--- config.mk ---
export PLATFORM = sky130hd
export DESIGN_NAME = sound_arbiter
export DESIGN_NICKNAME = d
export VERILOG_FILES = /design/src/rtl/sound_arbiter.sv
export SDC_FILE = /design/constraint.sdc
export NUM_CORES = 1
export LEC_CHECK = 0
export ABC_AREA = 1
export CAP_MARGIN = 20
export CORE_MARGIN = 2
export CORE_UTILIZATION = 25
export DETAILED_ROUTE_END_ITERATION = 8
export GPL_ROUTABILITY_DRIVEN = 0
export GPL_TIMING_DRIVEN = 0
export PLACE_DENSITY_LB_ADDON = 0.2
export SETUP_SLACK_MARGIN = 0.05
export SYNTH_ARGS = -nofsm -noshare
export SYNTH_HDL_FRONTEND = slang
export SYNTH_SLANG_ARGS = --single-unit
--- constraint.sdc ---
create_clock -name clk -period 2.7 [get_ports clk]
set_input_delay 0.27 -clock clk [delete_from_list [all_inputs] [get_ports clk]]
set_output_delay 0.27 -clock clk [all_outputs]
set_load 0.005 [all_outputs]
--- src/rtl/sound_arbiter.sv ---
// Sound-effect arbiter: mixes background music with three prioritised ROM effects
// (lvl > hit > miss) sequenced on a tick timebase, with optional pre-emption and inter-note gaps.
module sound_arbiter #(
  parameter int GAP_TICKS = 1,
  parameter int PREEMPT   = 1
) (
  input  logic       clk,
  input  logic       rst,
  input  logic       tick,
  input  logic [3:0] bgm_note,
  input  logic       mute,
  input  logic       miss_req,
  input  logic       hit_req,
  input  logic       lvl_req,
  output logic [3:0] note,
  output logic       sfx_busy,
  output logic [1:0] sfx_id,
  output logic [1:0] dbg_state
);

  typedef enum logic [1:0] {IDLE = 2'd0, PLAY = 2'd1, GAP = 2'd2} state_e;

  state_e     state_q, state_d;
  logic [2:0] pend_q, pend_d, clr;
  logic [1:0] cnt_q, cnt_d;
  logic [1:0] step_q, step_d;
  logic [1:0] gap_q, gap_d;
  logic [1:0] id_q, id_d;
  logic [3:0] note_q, note_d;
  logic [1:0] top_id;
  logic       start;
  logic       preempt_go;

  // Effect ROM; ids double as priority (1 miss, 2 hit, 3 lvl).
  function automatic logic [3:0] rom_note(input logic [1:0] id, input logic [1:0] step);
    case (id)
      2'd1:    rom_note = (step == 2'd0) ? 4'd5 : 4'd2;
      2'd2:    rom_note = (step == 2'd0) ? 4'd12 : 4'd14;
      2'd3: begin
        case (step)
          2'd0:    rom_note = 4'd7;
          2'd1:    rom_note = 4'd9;
          2'd2:    rom_note = 4'd10;
          default: rom_note = 4'd12;
        endcase
      end
      default: rom_note = 4'd0;
    endcase
  endfunction

  function automatic logic [1:0] rom_len(input logic [1:0] id);
    case (id)
      2'd1:    rom_len = 2'd3;
      2'd2,
      2'd3:    rom_len = 2'd2;
      default: rom_len = 2'd0;
    endcase
  endfunction

  function automatic logic [1:0] last_step(input logic [1:0] id);
    case (id)
      2'd3:    last_step = 2'd3;
      2'd1,
      2'd2:    last_step = 2'd1;
      default: last_step = 2'd0;
    endcase
  endfunction

  always_comb begin
    top_id = pend_q[2] ? 2'd3 : pend_q[1] ? 2'd2 : pend_q[0] ? 2'd1 : 2'd0;
  end

  assign preempt_go = (PREEMPT != 0) && (top_id > id_q);

  // State register; a request pulse in the same cycle as its clear keeps the bit set.
  always_ff @(posedge clk) begin
    if (rst) begin
      state_q <= IDLE;
      pend_q  <= 3'b000;
      cnt_q   <= 2'd0;
      step_q  <= 2'd0;
      gap_q   <= 2'd0;
      id_q    <= 2'd0;
      note_q  <= 4'd0;
    end else begin
      state_q <= state_d;
      pend_q  <= pend_d;
      cnt_q   <= cnt_d;
      step_q  <= step_d;
      gap_q   <= gap_d;
      id_q    <= id_d;
      note_q  <= note_d;
    end
  end

  // Next-state logic; every transition is gated by tick.
  always_comb begin
    state_d = state_q;
    cnt_d   = cnt_q;
    step_d  = step_q;
    gap_d   = gap_q;
    id_d    = id_q;
    start   = 1'b0;
    clr     = 3'b000;
    if (tick) begin
      case (state_q)
        IDLE: start = (top_id != 2'd0);
        PLAY: begin
          if (preempt_go) begin
            start = 1'b1;
          end else if (cnt_q <= 2'd1) begin
            cnt_d = 2'd0;
            if (GAP_TICKS > 0) begin
              state_d = GAP;
              gap_d   = 2'(GAP_TICKS);
            end else if (step_q == last_step(id_q)) begin
              state_d = IDLE;
              id_d    = 2'd0;
              step_d  = 2'd0;
            end else begin
              step_d = step_q + 2'd1;
              cnt_d  = rom_len(id_q);
            end
          end else begin
            cnt_d = cnt_q - 2'd1;
          end
        end
        GAP: begin
          if (preempt_go) begin
            start = 1'b1;
          end else if (gap_q <= 2'd1) begin
            gap_d = 2'd0;
            if (step_q == last_step(id_q)) begin
              state_d = IDLE;
              id_d    = 2'd0;
              step_d  = 2'd0;
            end else begin
              state_d = PLAY;
              step_d  = step_q + 2'd1;
              cnt_d   = rom_len(id_q);
            end
          end else begin
            gap_d = gap_q - 2'd1;
          end
        end
        default: state_d = IDLE;
      endcase
      if (start) begin
        state_d = PLAY;
        id_d    = top_id;
        step_d  = 2'd0;
        cnt_d   = rom_len(top_id);
        gap_d   = 2'd0;
        clr     = 3'b001 << (top_id - 2'd1);
      end
    end
    pend_d = (pend_q & ~clr) | {lvl_req, hit_req, miss_req};
  end

  // Output logic: note is registered from the state being entered.
  always_comb begin
    if (mute)                note_d = 4'd0;
    else if (state_d == IDLE) note_d = bgm_note;
    else if (state_d == PLAY) note_d = rom_note(id_d, step_d);
    else                      note_d = 4'd0;
    note      = note_q;
    sfx_busy  = (state_q != IDLE);
    sfx_id    = id_q;
    dbg_state = state_q;
  end

endmodule

==> impl_metrics.ini <==
[run_status]
status = complete, no violations

[sta]
period_needed_ps = 2480
rsz0062_at_grt = no
setup_violations = 0
fin_ws_ps = 222
timing.setup.tns_ps = 0
tightest_slew_ps = 472
final.setup_skew_ps = 1.79
fmax_mhz = 403
relSlewSlack_pct = 68.6
hold_viol_final = 0
final_max_slew_viol_count = 0
fin_crit_sh_pct = 91.8

[die]
row_count = 26
die_y_um = 75.6
core_um2 = 5040
dieArea_um2 = 5720
die_width_um = 75.6
start_util_pct = 25.4
io_pins = 20

[clock_tree]
clk_latency_ps = 260
clkSinkCount = 17
root_buffer = clkbuf_8
cts_hold_buffers = 0
cts.htree.levels = 1
cts_inserted_buffers = 3
clkTransAtPathRegs_ps = 70
clk_path_buf_depth = 2
cts_tree = done

[worst_setup_path]
arrival_ps = 2670
crit_path_cell_trace = nor2_4 > inv_1 > ha_4 > a21boi_2 > nand2_2 > nand2_4 > nand2_4 > nand2_8 > nand2_8 > inv_6 > nor2_2 > nand3_1 > nand2_2 > inv_2 > ha_1 > nor2_1 > nor2_1 > nand2_1 > nand2_1 > nand3_1 > a21oi_1
slowest_stage = dfxtp_4
worst_setup_path_start_kind = flop
reg2reg_from = pend_q[2]
worstSetupPathType = reg -> reg
r2r_end = note[0]
rr_worst_depth = 21
crit_required_ps = 2890
critPathMaxFanout = 7
critical_path.max_stage_delay_ps = 360
endpoint_kind = flop
crit_buf_inv = 3
critical_path.top_delay_family = simple AND/OR/NAND/NOR gates
r2r_slack_ps = 220
startpoint = pend_q[2]

[synth]
synth_top_area_share_pct = 26.5
synth.most_common_cell = nand2_1
yosys.area.top_type = dfxtp_1
synthTopCellsByCount = nand2_1 (56), nand3_1 (24), inv_1 (23)
synth_edf_count = 0
yosysWarningCount = 0
ys.flop_type = dfxtp_1
syn-num-nets = 222
synthArstFlopShare_pct = 0
syn_area_um2 = 1280
yosys_register_bits = 17
syn_avg_cell_area_um2 = 6.35
ys_types = 25
synth-seq-area-share_pct = 26.5
synthCells = 202
synth_area_leaders = dfxtp_1 (27%), nand2_1 (16%), nand3_1 (9.4%)

[power_and_ir_drop]
ir_drop_mv = 0.225
power_density_nw_per_um2 = 509
p_leak_nw = 0.792
power_mw = 0.890

[worst_hold_path]
hold_start = gap_q[1]
hold_end = gap_q[1]
min_path_cells = 2
hold_path.class = reg -> reg

[place]
place_inst = 291
preCtsSetupSlack_ps = -55.6
port_buffers = 19
hpwl_um = 2530

[cells_and_area]
finalNonFillerCells = 303
antenna_cells = 0
multiInputGateArea_um2 = 896
area_growth_pct = 36.3
nNetsFinal = 254
n_fill_cell = 566
drive_gt1_share_pct = 22.3
ff_latch_area_um2 = 349

[route]
routed_wl_um = 3370
vias = 1332
antenna_left = 0
first_pass_iters = 4
remaining_drc_errors = 0
initialDrtViolationCount = 21
wl_per_cell_um = 11.1
routed_via_density = 4.40

[grt]
grt_pass1_vias = 1252
grtUsageTotal_pct = 13.0
grt_pass1_wl_um = 5650
antenna_found_initial = 0
grt_max_degree = 11
overflow = 0

[run]
cap_violations = 0
## stage by stage
stage	instance area, µm²	hold WS, ps	util, %
2_1_floorplan	1280	387	-
3_3_place_gp	1560	470	30.9
3_5_place_dp	1560	470	30.9
4_1_cts	1620	486	32.2
5_1_grt	1750	518	34.7
6_report	1750	488	34.7
## metal layers
metal / global-route usage (%) / wire (µm) / vias to the layer above
li1: - / - / 709
met1: 17.5 / 1660 / 602
met2: 20.4 / 1580 / 15
met3: 2.65 / 70 / 6
met4: 5.46 / 58 / 0
met5: 0 / 0 / -
## power breakdown
| group | switching [mW] | internal, mW |
|---|---|---|
| registers | 0.0270 | 0.274 |
| clock network | 0.0981 | 0.103 |
| logic | 0.223 | 0.165 |
| total | 0.348 | 0.541 |
## worst max path at each step
stage	slack, ps	end	depth (start not counted)
4_1_cts	60	note[0]	21
3_5_place_dp	-60	note[0]	20
6_report	220	note[0]	21
5_1_grt	20	note[0]	21
3_3_place_gp	-70	note[0]	20
2_1_floorplan	310	note[0]	20
## sequential cells by signal (all words and copies together) (netlist names)
signal	cells
step_q	2
sfx_id	2
dbg_state	2
note	4
cnt_q	2
pend_q	3
gap_q	2
## area by class of cell
| type | count | area share (%) |
|---|---|---|
| sequential | 17 | 20.0 |
| timing repair buffer | 27 | 14.3 |
| multi-input combinational | 155 | 51.3 |
| inverter | 28 | 6.30 |
| tap | 70 | 5.01 |
| buffer | 2 | 0.501 |
| clock inverter | 1 | 0.286 |
| clock buffer | 3 | 2.36 |
## cell families after synthesis
family / share of synthesized area, %
simple gates: 44.2
buf+inv: 9.07
compound gates: 11.4
flops: 26.5
fa+ha+maj: 8.78
## cell usage in the layout (no fill, tap or decap), drive strengths merged
master | netlist | routed
o21ai | 10 | 10
a21boi | 1 | 1
nand4 | 1 | 1
nor3 | 5 | 5
nand2 | 67 | 67
nand3 | 25 | 25
clkdlybuf4s50 | 0 | 19
clkinv | 0 | 1
dfxtp | 17 | 17
buf | 1 | 9
a21oi | 14 | 14
nand3b | 1 | 1
ha | 9 | 9
nor2 | 21 | 21
or2 | 1 | 1
inv | 28 | 28
clkbuf | 1 | 4
## tightest hold or removal path, delay by kind of cell (launching register included)
family | cells | cell delay, ps
flip-flops | 1 | 340
AO/OA/AOI/OAI | 1 | 30
AND/OR/NAND/NOR | 1 | 70
## what timing repair did
action / in CTS / in global routing
setup buffers: 1 / 7
pin swaps: 1 / 6
resized for setup: 3 / 17
endpoints found under the setup margin: 3 / 4
(Power assumes the default switching activity.)
